==> src/rtl/reduce_flag_pipe_pkg.sv <==
// Shared definitions for the reduce_flag_pipe stage: flag bit positions and
// the flag-vector type used by the pipeline, the flag calculator and the bench.
package reduce_flag_pipe_pkg;

  localparam int NUM_FLAGS = 8;

  // Bit position of each reduction flag inside the flag vector.
  localparam int FLAG_AND_OR   = 0;  // &a | &b
  localparam int FLAG_OR_AND   = 1;  // |a & |b
  localparam int FLAG_XOR_XOR  = 2;  // ^a ^ ^b
  localparam int FLAG_AND_BW   = 3;  // &(a & b)
  localparam int FLAG_OR_BW    = 4;  // |(a | b)
  localparam int FLAG_XOR_BW   = 5;  // ^(a ^ b)
  localparam int FLAG_AND_SUM  = 6;  // &(a + b), carry dropped
  localparam int FLAG_OR_DIFF  = 7;  // |(a - b), borrow dropped

  typedef logic [NUM_FLAGS-1:0] flags_t;

endpackage

==> src/rtl/reduce_flag_pipe_calc.sv <==
// Purely combinational reduction-flag calculator: one operand pair in,
// eight flags out. Sum and difference wrap at WIDTH bits.
module reduce_flag_calc
  import reduce_flag_pipe_pkg::*;
#(
  parameter int WIDTH = 8
) (
  input  logic [WIDTH-1:0] a,
  input  logic [WIDTH-1:0] b,
  output flags_t           flags
);

  logic [WIDTH-1:0] sum;
  logic [WIDTH-1:0] diff;

  // Evaluate all eight reductions from the current operands.
  // NOTE: every output of an always_comb gets a default before any branch so no latch is inferred.
  always_comb begin
    sum   = a + b;
    diff  = a - b;
    flags = '0;
    flags[FLAG_AND_OR]  = (&a) | (&b);
    flags[FLAG_OR_AND]  = (|a) & (|b);
    flags[FLAG_XOR_XOR] = (^a) ^ (^b);
    flags[FLAG_AND_BW]  = &(a & b);
    flags[FLAG_OR_BW]   = |(a | b);
    flags[FLAG_XOR_BW]  = ^(a ^ b);
    flags[FLAG_AND_SUM] = &sum;
    flags[FLAG_OR_DIFF] = |diff;
  end

endmodule

==> src/rtl/reduce_flag_pipe.sv <==
// Two-stage valid/ready pipeline: S1 captures an operand pair, S2 holds the
// reduction flags computed from S1. Per-flag saturating hit counters advance
// on every output transfer.
module reduce_flag_pipe
  import reduce_flag_pipe_pkg::*;
#(
  parameter int WIDTH = 8,
  parameter int CNT_W = 8
) (
  input  logic                       clk,
  input  logic                       rst,
  input  logic                       in_valid,
  output logic                       in_ready,
  input  logic [WIDTH-1:0]           in_a,
  input  logic [WIDTH-1:0]           in_b,
  output logic                       out_valid,
  input  logic                       out_ready,
  output logic [NUM_FLAGS-1:0]       out_flags,
  input  logic                       clr_counts,
  output logic [NUM_FLAGS*CNT_W-1:0] hit_counts
);

  // Stage 1: captured operands.
  logic             s1_valid_q, s1_valid_d;
  logic [WIDTH-1:0] s1_a_q, s1_a_d;
  logic [WIDTH-1:0] s1_b_q, s1_b_d;

  // Stage 2: registered flags.
  logic             s2_valid_q, s2_valid_d;
  flags_t           s2_flags_q, s2_flags_d;

  logic   s1_adv;
  logic   s2_adv;
  logic   out_xfer;
  flags_t calc_flags;

  reduce_flag_calc #(
    .WIDTH (WIDTH)
  ) u_calc (
    .a     (s1_a_q),
    .b     (s1_b_q),
    .flags (calc_flags)
  );

  // Handshake: a stage may load when it is empty or its contents move on.
  always_comb begin
    s2_adv    = !s2_valid_q || out_ready;
    s1_adv    = !s1_valid_q || s2_adv;
    in_ready  = s1_adv;
    out_valid = s2_valid_q;
    out_flags = s2_flags_q;
    out_xfer  = s2_valid_q && out_ready;
  end

  // Next-state for both stages; stalled stages hold their contents.
  always_comb begin
    s1_valid_d = s1_valid_q;
    s1_a_d     = s1_a_q;
    s1_b_d     = s1_b_q;
    s2_valid_d = s2_valid_q;
    s2_flags_d = s2_flags_q;
    if (s1_adv) begin
      s1_valid_d = in_valid;
      s1_a_d     = in_a;
      s1_b_d     = in_b;
    end
    if (s2_adv) begin
      s2_valid_d = s1_valid_q;
      s2_flags_d = calc_flags;
    end
  end

  // Valid bits: cleared by reset so in-flight pairs are dropped.
  // NOTE: sequential state uses non-blocking assignments so every flop samples pre-edge values.
  always_ff @(posedge clk) begin
    if (rst) begin
      s1_valid_q <= 1'b0;
      s2_valid_q <= 1'b0;
    end else begin
      s1_valid_q <= s1_valid_d;
      s2_valid_q <= s2_valid_d;
    end
  end

  // Data registers: qualified by the valid bits, so they carry no reset.
  // NOTE: leaving payload flops unreset is safe here because nothing reads them while their valid is low.
  always_ff @(posedge clk) begin
    s1_a_q     <= s1_a_d;
    s1_b_q     <= s1_b_d;
    s2_flags_q <= s2_flags_d;
  end

  // One saturating hit counter per flag; a clear overrides a coincident count.
  for (genvar i = 0; i < NUM_FLAGS; i++) begin : g_cnt
    logic [CNT_W-1:0] cnt_q, cnt_d;

    // Count a set flag on each output transfer, sticking at all-ones.
    always_comb begin
      cnt_d = cnt_q;
      if (clr_counts) begin
        cnt_d = '0;
      end else if (out_xfer && s2_flags_q[i] && (cnt_q != '1)) begin
        cnt_d = cnt_q + 1'b1;
      end
    end

    // Counter register with synchronous reset.
    always_ff @(posedge clk) begin
      if (rst) begin
        cnt_q <= '0;
      end else begin
        cnt_q <= cnt_d;
      end
    end

    assign hit_counts[i*CNT_W +: CNT_W] = cnt_q;
  end

endmodule

==> config.mk <==
export PLATFORM = sky130hd
export DESIGN_NAME = reduce_flag_pipe
export DESIGN_NICKNAME = d
export VERILOG_FILES = /design/src/rtl/reduce_flag_pipe_pkg.sv /design/src/rtl/reduce_flag_pipe_calc.sv /design/src/rtl/reduce_flag_pipe.sv
export SDC_FILE = /design/constraint.sdc
export NUM_CORES = 1
export LEC_CHECK = 0
export ABC_CLOCK_PERIOD_IN_PS = 2800
export CORE_MARGIN = 2
export CORE_UTILIZATION = 40
export CTS_BUF_LIST = sky130_fd_sc_hd__clkbuf_8
export CTS_CLUSTER_DIAMETER = 200
export DETAILED_ROUTE_END_ITERATION = 8
export GPL_TIMING_DRIVEN = 1
export PLACE_DENSITY = 0.65
export SYNTH_ARGS = -nofsm -noshare
export SYNTH_HDL_FRONTEND = slang
export SYNTH_HIERARCHICAL = 1
export SYNTH_SLANG_ARGS = --single-unit
==> constraint.sdc <==
create_clock -name clk -period 2.8 [get_ports clk]
set_input_delay 0.56 -clock clk [delete_from_list [all_inputs] [get_ports clk]]
set_output_delay 0.56 -clock clk [all_outputs]
set_load 0.1 [all_outputs]
==> Flow_metrics.wiki <==
{| class="wikitable"
! Metric !! Value
|-
| Count of state elements after synthesis || 90
|-
| Worst hold start || g_cnt[6].cnt_q[1]
|-
| Overall die area || 13,800 um2
|-
| Number of warnings reported in the yosys synthesis log || 6
|-
| Cell taking the most area after synthesis || sky130_fd_sc_hd__dfxtp_1
|-
| Wire per inst || roughly 15 um
|-
| Ranking of synthesized cells by instance count || sky130_fd_sc_hd__dfxtp_1, sky130_fd_sc_hd__ha_1, sky130_fd_sc_hd__nor2_1
|-
| Fin. Hold Viols || 0
|-
| Post-synthesis average cell area || 9.44 um2
|-
| Most used flip-flop cell after synthesis || sky130_fd_sc_hd__dfxtp_1
|-
| Maximum vdd ir drop || approximately 0.00029 V
|-
| Total routed wirelength || 12.3 mm
|-
| Total negative slack || 0 ns
|-
| Setup repair after global routing missed its margin || no
|-
| Fraction of the yosys area taken by sequential cells || 39.8%
|-
| Root buf cell || sky130_fd_sc_hd__clkbuf_8
|-
| Area share of and/or/nand/nor cells after synthesis || roughly a fifth
|-
| Iteration count of the initial detailed-routing pass || 5
|-
| Class of the tightest hold or removal check || reg2reg
|-
| Leakage Power || 2.62 nW
|-
| Remaining number of nets flagged by the antenna check after routing || 0
|-
| Total nets after synthesis || 616
|-
| Wire length of the first global-routing pass || between 20 and 25 mm
|-
| Number of global-route vias before repair || 4,269
|-
| Clock Sink Count || 90
|-
| GR Util met3 || 5.40%
|-
| Reg2reg start || s1_a_q[2]
|-
| Count of H-tree levels built during CTS || 3
|-
| Maximum Capacitance Violations || 0
|-
| Vertical die dimension || 117 um
|-
| Mux cell area share after synthesis || less than 1%
|-
| Hold Path End || g_cnt[6].cnt_q[1]
|-
| Synth area leaders || sky130_fd_sc_hd__dfxtp_1, sky130_fd_sc_hd__edfxtp_1, sky130_fd_sc_hd__ha_1
|-
| Period Utilization, post-route || approximately four fifths
|-
| Cell count of the worst reg-to-reg path || 8
|-
| Most numerous cell in the Yosys netlist || sky130_fd_sc_hd__dfxtp_1
|-
| I/O Pins || 95
|-
| Met2 Track Usage GR || 31.0%
|-
| Share of layout cells above drive strength 1 || just under 20%
|-
| Critical path fanouts, max || 7
|-
| Fin. max-slew vios || 0
|-
| Clock Path Buffers || 2
|-
| Number of buffers added on ports || 94
|-
| Number of nets in the layout || about 710
|-
| Launching element of the worst setup path || s1_a_q[2]
|-
| Data required time at the worst endpoint || 3.03 ns
|-
| Area of placed instances || slightly above 6000 um2
|-
| Number of remaining DRC errors || 0
|-
| Post-route cell area || 6310 um2
|-
| Power density over cell area || 468 nW/um2
|-
| Reg2Reg Capture Point || out_flags[6]
|-
| Starting DRC count in detailed routing || 377
|-
| Number of enable-type register cells in the synthesized netlist || 24
|-
| Highest Clock Rate || 0.436 GHz
|-
| Post-synthesis instance total || 544
|-
| Top-area cell type share of the netlist area || 25.7%
|-
| Compound-Gate Fraction of Synth Area || 16.6%
|-
| Setup-violating endpoint count in the final report || 0
|-
| Critical path launch point type || flop
|-
| Number of cell rows || about 40
|-
| Number of hold buffers added after CTS || 0
|-
| Gr usage total || 18.2%
|-
| Register clock-pin slew on the reported worst setup and hold paths || 0.08 ns
|-
| Area overhead of the layout relative to synthesis || 22.9%
|-
| Pin count of the biggest net entering global routing || 32
|-
| Post-Syn Area || 5140 um2
|-
| Slew margin rel. || 72.6%
|-
| Ys async rst share || 0%
|-
| Final weighted congestion in routability-driven placement || 0.929
|-
| Worst reg2reg setup slack || 0.51 ns
|-
| Post-DP HPWL || 9.38 mm
|-
| Initial standard-cell utilization of the core || 40.9%
|-
| Peak-usage layer in the global routing report || met2
|-
| Grt ovf || 0
|-
| Clock Latency Late Sink || between 0.3 and 0.4 ns
|-
| Core outline area || 12,600 um2
|-
| Number of library cell types mapped by synthesis || 67
|-
| Critical path type || reg2reg
|-
| Met1 layer usage reported by global route || 21.8%
|-
| Post-synthesis adder-cell area fraction || 12.7%
|-
| Ratio of routed vias to standard cells || around 5.4
|-
| CTS tree || yes
|-
| FILL cells || 1,150
|-
| Tightest Pin Transition || between 0.4 and 0.5 ns
|-
| Count of instances resized after the clock tree is built || 0
|-
| Outcome || finished, final reports clean
|-
| Chip Width || 117 um
|-
| Largest family of logic cells by synthesized area || simple AND/OR/NAND/NOR gates
|-
| Final worst clock skew || 0.00785 ns
|-
| Ant. Diodes || 0
|-
| Setup fix buffers added after clock tree synthesis || 0
|-
| Post-synthesis xor/xnor area fraction || 5.46%
|-
| Arr. time, crit path || 2.52 ns
|-
| Depth of the worst hold-timing path || 2
|-
| Antenna violations before repair || 0
|-
| Minimum clock period after layout || 2.29 ns
|-
| Vias post-DR || approximately 4.4k
|-
| Endpoint type of the worst setup path || flop
|-
| Worst slack on hold paths || just over 0.5 ns
|-
| Clock buffer count from CTS || 9
|}
[layout make-up]
| cell class | count | area, um2 | share of cell area, % |
|---|---|---|---|
| clock buffer | 10 | 138 | 2.18 |
| clock inverter | 6 | 86.3 | 1.37 |
| inverter | 33 | 124 | 1.96 |
| multi-input combinational | 406 | 2890 | 45.8 |
| sequential | 90 | 2040 | 32.4 |
| tap | 172 | 215 | 3.41 |
| timing repair buffer | 100 | 813 | 12.9 |
[worst max path at each step]
stage,to,slack [ns],depth (start not counted)
floorplan,in_ready,0.21,3
global placement,out_flags[6],0.55,8
detailed placement,out_flags[6],0.53,8
CTS,out_flags[6],0.50,8
global route,out_flags[6],0.32,8
finish,out_flags[6],0.51,8
[registers in the layout, indices dropped and copies added (netlist names)]
register,flops
g_cnt.cnt_q,64
out_flags,8
s1_a_q,8
s1_b_q,8
out_valid,1
s1_valid_q,1
[through the flow]
step / power [mW] / setup slack [ns] / utilization [%] / std cells
final: 2.96 / 0.509 / 50.2 / 817
after floorplan: 1.84 / 0.212 / - / 544
after CTS: 3.00 / 0.504 / 50.2 / 817
after global routing: 3.10 / 0.321 / 50.2 / 817
after detailed placement: 1.97 / 0.527 / 48.4 / 801
after global placement: 1.97 / 0.554 / 48.4 / 801
[report_power, final]
part	switching, mW	leakage (nW)	internal [mW]
Combinational	0.350	1.72	0.186
Clock	0.480	0.118	0.530
Sequential	0.0347	0.781	1.38
[worst max-delay path: stages (launching register included)]
cell and delay (ns):
sky130_fd_sc_hd__edfxtp_1 0.41, sky130_fd_sc_hd__inv_1 0.09, sky130_fd_sc_hd__ha_1 0.41, sky130_fd_sc_hd__ha_1 0.24, sky130_fd_sc_hd__a221oi_1 0.35, sky130_fd_sc_hd__xor2_1 0.11, sky130_fd_sc_hd__a2111oi_1 0.28, sky130_fd_sc_hd__nand2_1 0.11
sky130_fd_sc_hd__nor3_2 0.15
[cell usage in the layout, fill, tap and decap left out, types with 22 or more instances in the layout]
master,netlist,routed
sky130_fd_sc_hd__buf_4,2,79
sky130_fd_sc_hd__dfxtp_1,66,66
sky130_fd_sc_hd__ha_1,49,49
sky130_fd_sc_hd__nor2_1,39,38
sky130_fd_sc_hd__inv_1,32,32
sky130_fd_sc_hd__nand2_1,31,30
sky130_fd_sc_hd__nand3_1,29,29
sky130_fd_sc_hd__o21ai_0,28,28
sky130_fd_sc_hd__edfxtp_1,24,24
sky130_fd_sc_hd__a21oi_1,23,23
sky130_fd_sc_hd__a31oi_1,22,22
[routing by layer]
| layer | routed length, um | up-vias |
|---|---|---|
| met5 | 0 | - |
| met4 | 195 | 0 |
| met3 | 621 | 15 |
| met2 | 6020 | 120 |
| met1 | 5460 | 2101 |
| li1 | - | 2194 |
[logic make-up after synthesis]
kind of cell               count (synthesis)
AOI/OAI and AO/OA                        128
xor gates and xnor gates                  32
adders and majority gates                 51
buffers and inverters                     48
DFF                                       90
muxes                                      2
and+or+nand+nor                          193
(Power assumes the default switching activity.)
